File: src/rtl/wb_arbiter_if.sv
// Bundle of the two master ports and the shared slave port of wb_arbiter.
// The master modport is the arbiter's view; the slave modport is the environment's view.
interface wb_arbiter_if #(
    parameter int unsigned AW = 16,
    parameter int unsigned DW = 16
);
    logic          m0_cyc_i;
    logic          m0_stb_i;
    logic [AW-1:0] m0_addr_i;
    logic          m0_stall_o;
    logic          m0_ack_o;
    logic [DW-1:0] m0_data_o;

    logic          m1_cyc_i;
    logic          m1_stb_i;
    logic          m1_we_i;
    logic [AW-1:0] m1_addr_i;
    logic [DW-1:0] m1_data_i;
    logic          m1_stall_o;
    logic          m1_ack_o;
    logic [DW-1:0] m1_data_o;

    logic          s_cyc_o;
    logic          s_stb_o;
    logic          s_we_o;
    logic [AW-1:0] s_addr_o;
    logic [DW-1:0] s_data_o;
    logic          s_stall_i;
    logic          s_ack_i;
    logic [DW-1:0] s_data_i;

    modport master (
        input  m0_cyc_i, m0_stb_i, m0_addr_i,
        output m0_stall_o, m0_ack_o, m0_data_o,
        input  m1_cyc_i, m1_stb_i, m1_we_i, m1_addr_i, m1_data_i,
        output m1_stall_o, m1_ack_o, m1_data_o,
        output s_cyc_o, s_stb_o, s_we_o, s_addr_o, s_data_o,
        input  s_stall_i, s_ack_i, s_data_i
    );

    modport slave (
        output m0_cyc_i, m0_stb_i, m0_addr_i,
        input  m0_stall_o, m0_ack_o, m0_data_o,
        output m1_cyc_i, m1_stb_i, m1_we_i, m1_addr_i, m1_data_i,
        input  m1_stall_o, m1_ack_o, m1_data_o,
        input  s_cyc_o, s_stb_o, s_we_o, s_addr_o, s_data_o,
        output s_stall_i, s_ack_i, s_data_i
    );
endinterface

File: src/rtl/wb_arbiter.sv
// Two-master pipelined WISHBONE arbiter: FETCH (m0, read-only) and data path (m1)
// share one slave. Whole-cycle grants, round-robin on ties, no preemption.
module wb_arbiter #(
    parameter int unsigned AW = 16,
    parameter int unsigned DW = 16
) (
    input  logic         clk_i,
    input  logic         rst_i,
    wb_arbiter_if.master bus
);
    typedef enum logic [1:0] {StIdle, StGnt0, StGnt1} state_e;

    state_e     state_q, state_d;
    logic       last_gnt_q, last_gnt_d;
    logic [3:0] cnt_q, cnt_d;

    logic          s_cyc, s_stb, s_we;
    logic [AW-1:0] s_addr;
    logic [DW-1:0] s_wdata;
    logic          m0_stall, m1_stall, m0_ack, m1_ack;
    logic          inc, dec;

    always_comb begin
        state_d    = state_q;
        last_gnt_d = last_gnt_q;
        s_cyc      = 1'b0;
        s_stb      = 1'b0;
        s_we       = 1'b0;
        s_addr     = '0;
        s_wdata    = '0;
        m0_stall   = 1'b1;
        m1_stall   = 1'b1;
        m0_ack     = 1'b0;
        m1_ack     = 1'b0;

        unique case (state_q)
            StIdle: begin
                if (bus.m0_cyc_i && bus.m1_cyc_i) begin
                    state_d = last_gnt_q ? StGnt0 : StGnt1;
                end else if (bus.m0_cyc_i) begin
                    state_d = StGnt0;
                end else if (bus.m1_cyc_i) begin
                    state_d = StGnt1;
                end
            end
            StGnt0: begin
                s_cyc    = bus.m0_cyc_i;
                s_stb    = bus.m0_cyc_i & bus.m0_stb_i;
                s_addr   = bus.m0_addr_i;
                m0_stall = bus.s_stall_i;
                m0_ack   = bus.s_ack_i & bus.m0_cyc_i & (cnt_q != 4'd0);
                if (!bus.m0_cyc_i) begin
                    state_d    = StIdle;
                    last_gnt_d = 1'b0;
                end
            end
            StGnt1: begin
                s_cyc    = bus.m1_cyc_i;
                s_stb    = bus.m1_cyc_i & bus.m1_stb_i;
                s_we     = bus.m1_we_i;
                s_addr   = bus.m1_addr_i;
                s_wdata  = bus.m1_data_i;
                m1_stall = bus.s_stall_i;
                m1_ack   = bus.s_ack_i & bus.m1_cyc_i & (cnt_q != 4'd0);
                if (!bus.m1_cyc_i) begin
                    state_d    = StIdle;
                    last_gnt_d = 1'b1;
                end
            end
            default: state_d = StIdle;
        endcase
    end

    // Outstanding-strobe counter; acks arriving with nothing outstanding are dropped.
    always_comb begin
        inc   = s_stb & ~bus.s_stall_i;
        dec   = m0_ack | m1_ack;
        cnt_d = cnt_q;
        if (state_d == StIdle) begin
            cnt_d = 4'd0;
        end else if (inc && !dec && cnt_q != 4'd15) begin
            cnt_d = cnt_q + 4'd1;
        end else if (dec && !inc) begin
            cnt_d = cnt_q - 4'd1;
        end
    end

    always_ff @(posedge clk_i or posedge rst_i) begin
        if (rst_i) begin
            state_q    <= StIdle;
            last_gnt_q <= 1'b0;
            cnt_q      <= 4'd0;
        end else begin
            state_q    <= state_d;
            last_gnt_q <= last_gnt_d;
            cnt_q      <= cnt_d;
        end
    end

    assign bus.s_cyc_o    = s_cyc;
    assign bus.s_stb_o    = s_stb;
    assign bus.s_we_o     = s_we;
    assign bus.s_addr_o   = s_addr;
    assign bus.s_data_o   = s_wdata;
    assign bus.m0_stall_o = m0_stall;
    assign bus.m1_stall_o = m1_stall;
    assign bus.m0_ack_o   = m0_ack;
    assign bus.m1_ack_o   = m1_ack;
    assign bus.m0_data_o  = bus.s_data_i;
    assign bus.m1_data_o  = bus.s_data_i;
endmodule

File: src/flat_wrapper.sv
// flat-port wrapper written by rule: the top's interface ports become plain ports
module wb_arbiter_flat 
#(
    parameter int unsigned AW = 16,
    parameter int unsigned DW = 16
)
  (clk_i, rst_i, bus_m0_cyc_i, bus_m0_stb_i, bus_m0_addr_i, bus_m0_stall_o, bus_m0_ack_o, bus_m0_data_o, bus_m1_cyc_i, bus_m1_stb_i, bus_m1_we_i, bus_m1_addr_i, bus_m1_data_i, bus_m1_stall_o, bus_m1_ack_o, bus_m1_data_o, bus_s_cyc_o, bus_s_stb_o, bus_s_we_o, bus_s_addr_o, bus_s_data_o, bus_s_stall_i, bus_s_ack_i, bus_s_data_i);
  wb_arbiter_if #(.AW(AW), .DW(DW)) bus_i ();
  input  logic clk_i;
  input  logic rst_i;
  input wire logic [$bits(bus_i.m0_cyc_i)-1:0] bus_m0_cyc_i;
  input wire logic [$bits(bus_i.m0_stb_i)-1:0] bus_m0_stb_i;
  input wire logic [$bits(bus_i.m0_addr_i)-1:0] bus_m0_addr_i;
  output wire logic [$bits(bus_i.m0_stall_o)-1:0] bus_m0_stall_o;
  output wire logic [$bits(bus_i.m0_ack_o)-1:0] bus_m0_ack_o;
  output wire logic [$bits(bus_i.m0_data_o)-1:0] bus_m0_data_o;
  input wire logic [$bits(bus_i.m1_cyc_i)-1:0] bus_m1_cyc_i;
  input wire logic [$bits(bus_i.m1_stb_i)-1:0] bus_m1_stb_i;
  input wire logic [$bits(bus_i.m1_we_i)-1:0] bus_m1_we_i;
  input wire logic [$bits(bus_i.m1_addr_i)-1:0] bus_m1_addr_i;
  input wire logic [$bits(bus_i.m1_data_i)-1:0] bus_m1_data_i;
  output wire logic [$bits(bus_i.m1_stall_o)-1:0] bus_m1_stall_o;
  output wire logic [$bits(bus_i.m1_ack_o)-1:0] bus_m1_ack_o;
  output wire logic [$bits(bus_i.m1_data_o)-1:0] bus_m1_data_o;
  output wire logic [$bits(bus_i.s_cyc_o)-1:0] bus_s_cyc_o;
  output wire logic [$bits(bus_i.s_stb_o)-1:0] bus_s_stb_o;
  output wire logic [$bits(bus_i.s_we_o)-1:0] bus_s_we_o;
  output wire logic [$bits(bus_i.s_addr_o)-1:0] bus_s_addr_o;
  output wire logic [$bits(bus_i.s_data_o)-1:0] bus_s_data_o;
  input wire logic [$bits(bus_i.s_stall_i)-1:0] bus_s_stall_i;
  input wire logic [$bits(bus_i.s_ack_i)-1:0] bus_s_ack_i;
  input wire logic [$bits(bus_i.s_data_i)-1:0] bus_s_data_i;
  assign bus_i.m0_cyc_i = bus_m0_cyc_i;
  assign bus_i.m0_stb_i = bus_m0_stb_i;
  assign bus_i.m0_addr_i = bus_m0_addr_i;
  assign bus_m0_stall_o = bus_i.m0_stall_o;
  assign bus_m0_ack_o = bus_i.m0_ack_o;
  assign bus_m0_data_o = bus_i.m0_data_o;
  assign bus_i.m1_cyc_i = bus_m1_cyc_i;
  assign bus_i.m1_stb_i = bus_m1_stb_i;
  assign bus_i.m1_we_i = bus_m1_we_i;
  assign bus_i.m1_addr_i = bus_m1_addr_i;
  assign bus_i.m1_data_i = bus_m1_data_i;
  assign bus_m1_stall_o = bus_i.m1_stall_o;
  assign bus_m1_ack_o = bus_i.m1_ack_o;
  assign bus_m1_data_o = bus_i.m1_data_o;
  assign bus_s_cyc_o = bus_i.s_cyc_o;
  assign bus_s_stb_o = bus_i.s_stb_o;
  assign bus_s_we_o = bus_i.s_we_o;
  assign bus_s_addr_o = bus_i.s_addr_o;
  assign bus_s_data_o = bus_i.s_data_o;
  assign bus_i.s_stall_i = bus_s_stall_i;
  assign bus_i.s_ack_i = bus_s_ack_i;
  assign bus_i.s_data_i = bus_s_data_i;
  wb_arbiter #(.AW(AW), .DW(DW)) u_core (.clk_i(clk_i), .rst_i(rst_i), .bus(bus_i));
endmodule
File: config.mk
export PLATFORM = sky130hd
export DESIGN_NAME = wb_arbiter_flat
export DESIGN_NICKNAME = d
export VERILOG_FILES = /design/src/rtl/wb_arbiter_if.sv /design/src/rtl/wb_arbiter.sv /design/src/flat_wrapper.sv
export SDC_FILE = /design/constraint.sdc
export NUM_CORES = 1
export LEC_CHECK = 0
export CORE_ASPECT_RATIO = 0.7
export CORE_MARGIN = 3
export CORE_UTILIZATION = 27
export CTS_CLUSTER_DIAMETER = 120
export DETAILED_ROUTE_END_ITERATION = 16
export PLACE_DENSITY = 0.89
export SLEW_MARGIN = 10
export SYNTH_ARGS = -nofsm -noshare
export SYNTH_HDL_FRONTEND = slang
export SYNTH_SLANG_ARGS = --single-unit
File: constraint.sdc
create_clock -name clk_i -period 3.3 [get_ports clk_i]
set_clock_uncertainty 0.2 [all_clocks]
set_input_delay 0.66 -clock clk_i [delete_from_list [all_inputs] [get_ports clk_i]]
set_output_delay 0.66 -clock clk_i [all_outputs]
set_load 0.1 [all_outputs]
# [Yosys cells after proc, flatten, opt, wreduce, memory -nomap -nowiden]
# Index checks and enable logic that the tools add are counted.
[word_totals] register_bits=7 latchBits=0 ramBits=0 rom_bits=0 in_bits=73 out_inout_bits=71 wordCells=53 memories=0
[op_classes] addsub=2 multipliers=0 div=0 n_lt_le_gt_ge=0 n_eq_ne=5 shifts=0 muxes=22 n_bitwise=9 reduce_logical=12
[op_table] operator="16-bit one-hot mux with 2 select lines" count=1
[op_table] operator="16-bit two-way mux" count=1
[op_table] operator="2-bit two-way mux" count=6
[op_table] operator="4-bit two-way mux" count=3
[op_table] operator="1-bit bitwise AND" count=7
[op_table] operator="1-bit two-way mux" count=7
[op_table] operator="1-bit one-hot mux with 2 select lines" count=3
[op_table] operator="2-bit one-hot mux with 3 select lines" count=1
[op_table] operator="4-bit by 1-bit adder with 4-bit output, second input constant" count=1
[op_table] operator="1-bit logical AND" count=4
[op_table] operator="2-bit logical NOT" count=2
[op_table] operator="2-bit inequality test, second input constant" count=2
[op_table] operator="4-bit inequality test, second input constant" count=1
[op_table] operator="4-bit nonzero test" count=1
[op_table] operator="4-bit by 1-bit subtractor with 4-bit output, second input constant" count=1
[op_table] operator="3-bit AND reduction" count=1
[op_table] operator="3-bit nonzero test" count=1
[op_table] operator="2-bit by 1-bit equality test with 1-bit output, second input constant" count=1
[op_table] operator="2-bit equality test, second input constant" count=1
[op_table] operator="1-bit logical NOT" count=2
[op_table] operator="2-bit nonzero test" count=1
[op_table] operator="1-bit inverter" count=1
[op_table] operator="1-bit OR" count=1

# [Logic depth before layout (Yosys ltp)]
# Gate-level depths: netlist of the first run.
[logic_depth] depth_word=9 ltp_mapped=12 mapped_depth_nobuf=11

# [Least setup slack after synthesis of the first run]
# Ideal clock, no wire load.
[synth_timing] path_type="register -> output" start="register u_core.state_q[0]" end="output port bus_s_addr_o[11]" arrival_time_ps=2608 path_slack_ps=-168 stages_incl_launch_ff=7 cell_sequence="dfrtp_1 inv_1 ha_1 buf_2 buf_1 a22oi_1 nor2b_1"
[synth_between] elab_chain_len=2 word_cells_on_any_way=3
[synth_lines] item="start: declaration" line_no="wb_arbiter.sv:13" source="state_e state_q, state_d;"
[synth_lines] item="start signal: assignment" line_no="wb_arbiter.sv:90" source="state_q <= StIdle;"
[synth_lines] item="start signal: assignment" line_no="wb_arbiter.sv:94" source="state_q <= state_d;"
[synth_lines] item="2-bit equality test / 2-bit by 1-bit equality test with 1-bit output (equally long branches)" line_no="wb_arbiter.sv:36" source="unique case (state_q)"
[synth_lines] item="16-bit one-hot mux with 2 select lines (*)" line_no="wb_arbiter.sv:36"
[synth_lines] item="end: declaration" line_no="flat_wrapper.sv:28" source="output wire logic [$bits(bus_i.s_addr_o)-1:0] bus_s_addr_o;"
# Mark *: on every way between the ends. The rest lies on a longest branch, timed or not.

# [Worst setup path in the final report of the first run]
[layout_timing] start="input port bus_m0_cyc_i" end="register u_core.cnt_q[3]"
[layout_between] elab_chain_len=9 word_cells_on_any_way=21
[layout_lines] item="start: declaration" line_no="flat_wrapper.sv:11" source="input wire logic [$bits(bus_i.m0_cyc_i)-1:0] bus_m0_cyc_i;"
[layout_lines] item="1-bit bitwise AND (2 in a row)" line_no="wb_arbiter.sv:51" source="m0_ack = bus.s_ack_i & bus.m0_cyc_i & (cnt_q != 4'd0);"
[layout_lines] item="1-bit two-way mux" line_no="wb_arbiter.sv:36"
[layout_lines] item="1-bit OR" line_no="wb_arbiter.sv:77" source="dec = m0_ack | m1_ack;"
[layout_lines] item="1-bit logical NOT" line_no="wb_arbiter.sv:81" source="end else if (inc && !dec && cnt_q != 4'd15) begin"
[layout_lines] item="1-bit logical AND (2 in a row)" line_no="wb_arbiter.sv:81"
[layout_lines] item="4-bit two-way mux" line_no="wb_arbiter.sv:81"
[layout_lines] item="4-bit two-way mux" line_no="wb_arbiter.sv:79" source="if (state_d == StIdle) begin"
[layout_lines] item="end signal: assignment" line_no="wb_arbiter.sv:96" source="cnt_q <= cnt_d;"
[layout_lines] item="end: declaration" line_no="wb_arbiter.sv:15" source="logic [3:0] cnt_q, cnt_d;"
# Several ways; a longest one is shown, not always the timed one.
# A chain may end at the register's enable or synchronous reset.

==> results of run 1 <==
==> sequential cells by signal (all words and copies together) (netlist names) <==
register / flops
u_core.cnt_q: 4
u_core.state_q: 2
u_core.last_gnt_q: 1
==> synthesized netlist by cell type (2+ instances only) <==
| master | n | area (sq um) |
|---|---|---|
| a21oi_1 | 2 | 10.01 |
| nand2b_1 | 2 | 12.51 |
| ha_1 | 7 | 87.58 |
| xnor2_1 | 2 | 17.52 |
| nor3_1 | 2 | 10.01 |
| nor2_1 | 8 | 30.03 |
| buf_4 | 32 | 240.2 |
| buf_1 | 2 | 7.510 |
| nor2b_1 | 17 | 106.4 |
| nand2_1 | 8 | 30.03 |
| and2_1 | 18 | 112.6 |
| a21o_1 | 2 | 15.01 |
| a22oi_1 | 19 | 142.6 |
| clkbuf_1 | 3 | 11.26 |
| o21ai_0 | 3 | 15.01 |
| buf_2 | 2 | 10.01 |
| clkbuf_2 | 2 | 10.01 |
| inv_1 | 6 | 22.52 |
| nand4_1 | 2 | 12.51 |
| dfrtp_1 | 7 | 175.2 |
==> cells in the final DEF (no fill, tap or decap), types with 2 or more instances in the layout <==
master and n:
xnor2_1 2, nor2_1 8, a21o_1 2, dfrtp_1 7
o21ai_0 3, a21oi_1 2, buf_12 39, a22oi_1 19
nor3_1 2, buf_4 10, nor2b_1 2, nand4_1 2
inv_1 6, clkdlybuf4s50_1 56, and2_1 18, ha_1 7
nand2b_1 2, clkbuf_8 3, nand2_1 8, nor2b_2 15
==> final timing paths <==
check,from,to,cells after the start
setup / recovery,bus_m0_cyc_i,u_core.cnt_q[3],10
hold / removal,u_core.last_gnt_q,u_core.last_gnt_q,1
setup reg to reg,u_core.state_q[0],u_core.cnt_q[3],11
hold reg to reg,u_core.last_gnt_q,u_core.last_gnt_q,1
max in group asynchronous,rst_i,u_core.cnt_q[1],2
min in group asynchronous,rst_i,u_core.state_q[0],2
==> layout make-up <==
cell class | instances | area [sq um]
Tap cell | 52 | 65.06
Clock inverter | 1 | 5.005
Fill cell | 328 | 1642
Timing Repair Buffer | 105 | 1416
Multi-Input combinational cell | 106 | 793.3
Clock buffer | 3 | 41.29
Inverter | 6 | 22.52
Sequential cell | 7 | 175.2
==> power by group through the flow <==
stage	logic (mW)	registers [mW]	clock network (mW)
floorplan	1.51	0.139	0
global placement	2.05	0.146	0
finish	2.08	0.149	0.121
global route	2.15	0.155	0.129
detailed placement	2.08	0.149	0
CTS	2.08	0.148	0.124
==> logic make-up after synthesis <==
kind of cell,synth area share (%)
AND/OR/NAND/NOR,27.92
buffers and inverters,24.47
AO/OA/AOI/OAI,20.61
adder cells (fa/ha/maj),8.731
flip-flops,14.21
XOR/XNOR,1.422
multiplexers,2.639
==> through the flow <==
stage | setup TNS (ns) | power [mW] | hold slack, ns | util, % | setup WS, ns
2_1_floorplan | 0 | 1.650 | 0.2634 | - | 0.003664
3_3_place_gp | 0 | 2.192 | 0.2995 | 59.43 | 0.1228
3_5_place_dp | -0.03074 | 2.228 | 0.3074 | 59.43 | -0.03074
4_1_cts | 0 | 2.356 | 0.3251 | 60.54 | 0.2089
5_1_grt | 0 | 2.438 | 0.3575 | 60.54 | 0.06523
6_report | 0 | 2.346 | 0.3190 | 60.54 | 0.1707
==> worst register-to-register path, stage by stage (launching register included) <==
cell and delay, ns:
dfrtp_1 0.48, inv_1 0.11, ha_1 0.34, nand4_1 0.16, a21o_1 0.24, or2_2 0.32, ha_1 0.30, a21o_2 0.22
a21oi_1 0.18, and3b_2 0.21, o21ai_1 0.06, nor3b_1 0.13
==> layer usage <==
layer	vias up	GRT usage [%]
li1	645	-
met1	643	20.17
met2	73	31.58
met3	6	4.875
met4	0	4.086
met5	-	0
==> impl_results.md, run 1 <==
- Outcome: completed
- Clk_lat worst skew: 0.23 ns
- DR WL/cell: 17.60 um
- Post-layout instance area: 2519 sq um
- DP Wirelength: 4226 um
- Die Span X: 86.75 um
- Slowest-stage cell, CP: clkdlybuf4s50_1
- Clock Root Buffer: clkbuf_8
- Placed cell area: 2472 sq um
- Synth Instances: 160
- Clock tree buffer depth: 2
- Startpoint Class: primary input
- Switch Pwr: 1.379 mW
- Antenna violations before repair: 0
- Final hold vios: 0
- IO Count: 144
- Netlist cell types: 34
- Slew Limit Fails: 0
- I/O Buffers: 95
- DR vias/cell: 4.882
- Yosys warns: 0
- Sw frac: 58.76%
- First-pass GRT wire length: 7596 um
- Placed Instances: 276
- Uppermost layer routed: met4
- Ys async rst share: 100.0%
- Remaining routing DRC violations: 0
- Vias in the first global route: 1443
- Worst setup path category: primary input to register
- Max-Cap Viols: 0
- Top Family by Delay on Critical Path: simple AND/OR/NAND/NOR gates
- Crit-path cells: clkdlybuf4s50_1 > nand4_1 > a21o_1 > or2_2 > ha_1 > a21o_2 > a21oi_1 > and3b_2 > o21ai_1 > nor3b_1
- Syn avg cell area: 7.703 sq um
- Setup Fix Bufs, Post-CTS: 0
- Met3 Routed Length: between 400 and 500 um
- Share of cells above drive strength 1: 33.33%
- Initial DRC Count: 40
- WL final: slightly below 5000 um
- Worst EP required: 3.21 ns
- Register area share after synthesis: 14.21%
- Most used flip-flop cell after synthesis: dfrtp_1
- RSZ-0062 raised after global routing: false
- Critical path peak fanout: 4
- Chip Height: 62.53 um
- Worst Tran Pin Value: approximately 0.42 ns
- Reg power frac: 6.4%
- Crit share post-route: 94.83%
- Worst Setup End Kind: register
- Mapped Nets: 241
- Cell internal pwr: 967.6 uW
- Clock sinks: 7
- Critical path arrival: 3.04 ns
- Pin count of the biggest net entering global routing: 27
- Worst min-delay path category: register to register
- Fmax: 319.6 MHz
- Pwr Density: 931.6 nW/um^2
- Post_cts resized: 0
- TritonRoute pass-1 iters: 5
- Die area: 5424 sq um
- Comb power frac: about nine tenths
- CTS tree: done
- Synth Cell Area: 1232 sq um
- DRT antenna net count: 0
- Maximum vdd drop: 610.0 uV
- Area Overhead vs Synth: 104.4%
- EDFF count, synth: 0
- H-tree depth: 1
- Final worst path period need: 3.129 ns
- Total number of vias: between 1000 and 1500
- Cts bufs inserted: 3
- Reg2Reg Setup Slack: 0.25 ns
- Placer Congestion: 0.8783
- Core box area: 4160 sq um
- Post-route insts no fill: 280
- Rows: 19
- Overall global routing resource usage: 17.48%
- Bufs and invs on worst path: 1
- ANT cells: 0
- Initial Util: 29.62%
- Clk pwr share: 5.1%
- Slew headroom: 72.01%
- Synth Register Bits: 7
- Met2 WL: 2590 um
- Worst path max stage delay: 0.54 ns
- Nets@finish: 310
- Leak: 1.021 nW
- Met1 WL: approximately 1800 um
- Reg clk slew, reported paths: 0.04 ns
- CTS Hold Bufs: 0
- GRT Residual Overflow: 0
- Setup violators final: 0
(Power assumes the default switching activity.)
==> run 2, diff against run 1 <==
GPL_ROUTABILITY_DRIVEN = 0   (was default)
==> results of run 2 <==
No change in the layout: final DEF, timing and power equal those of run 1.
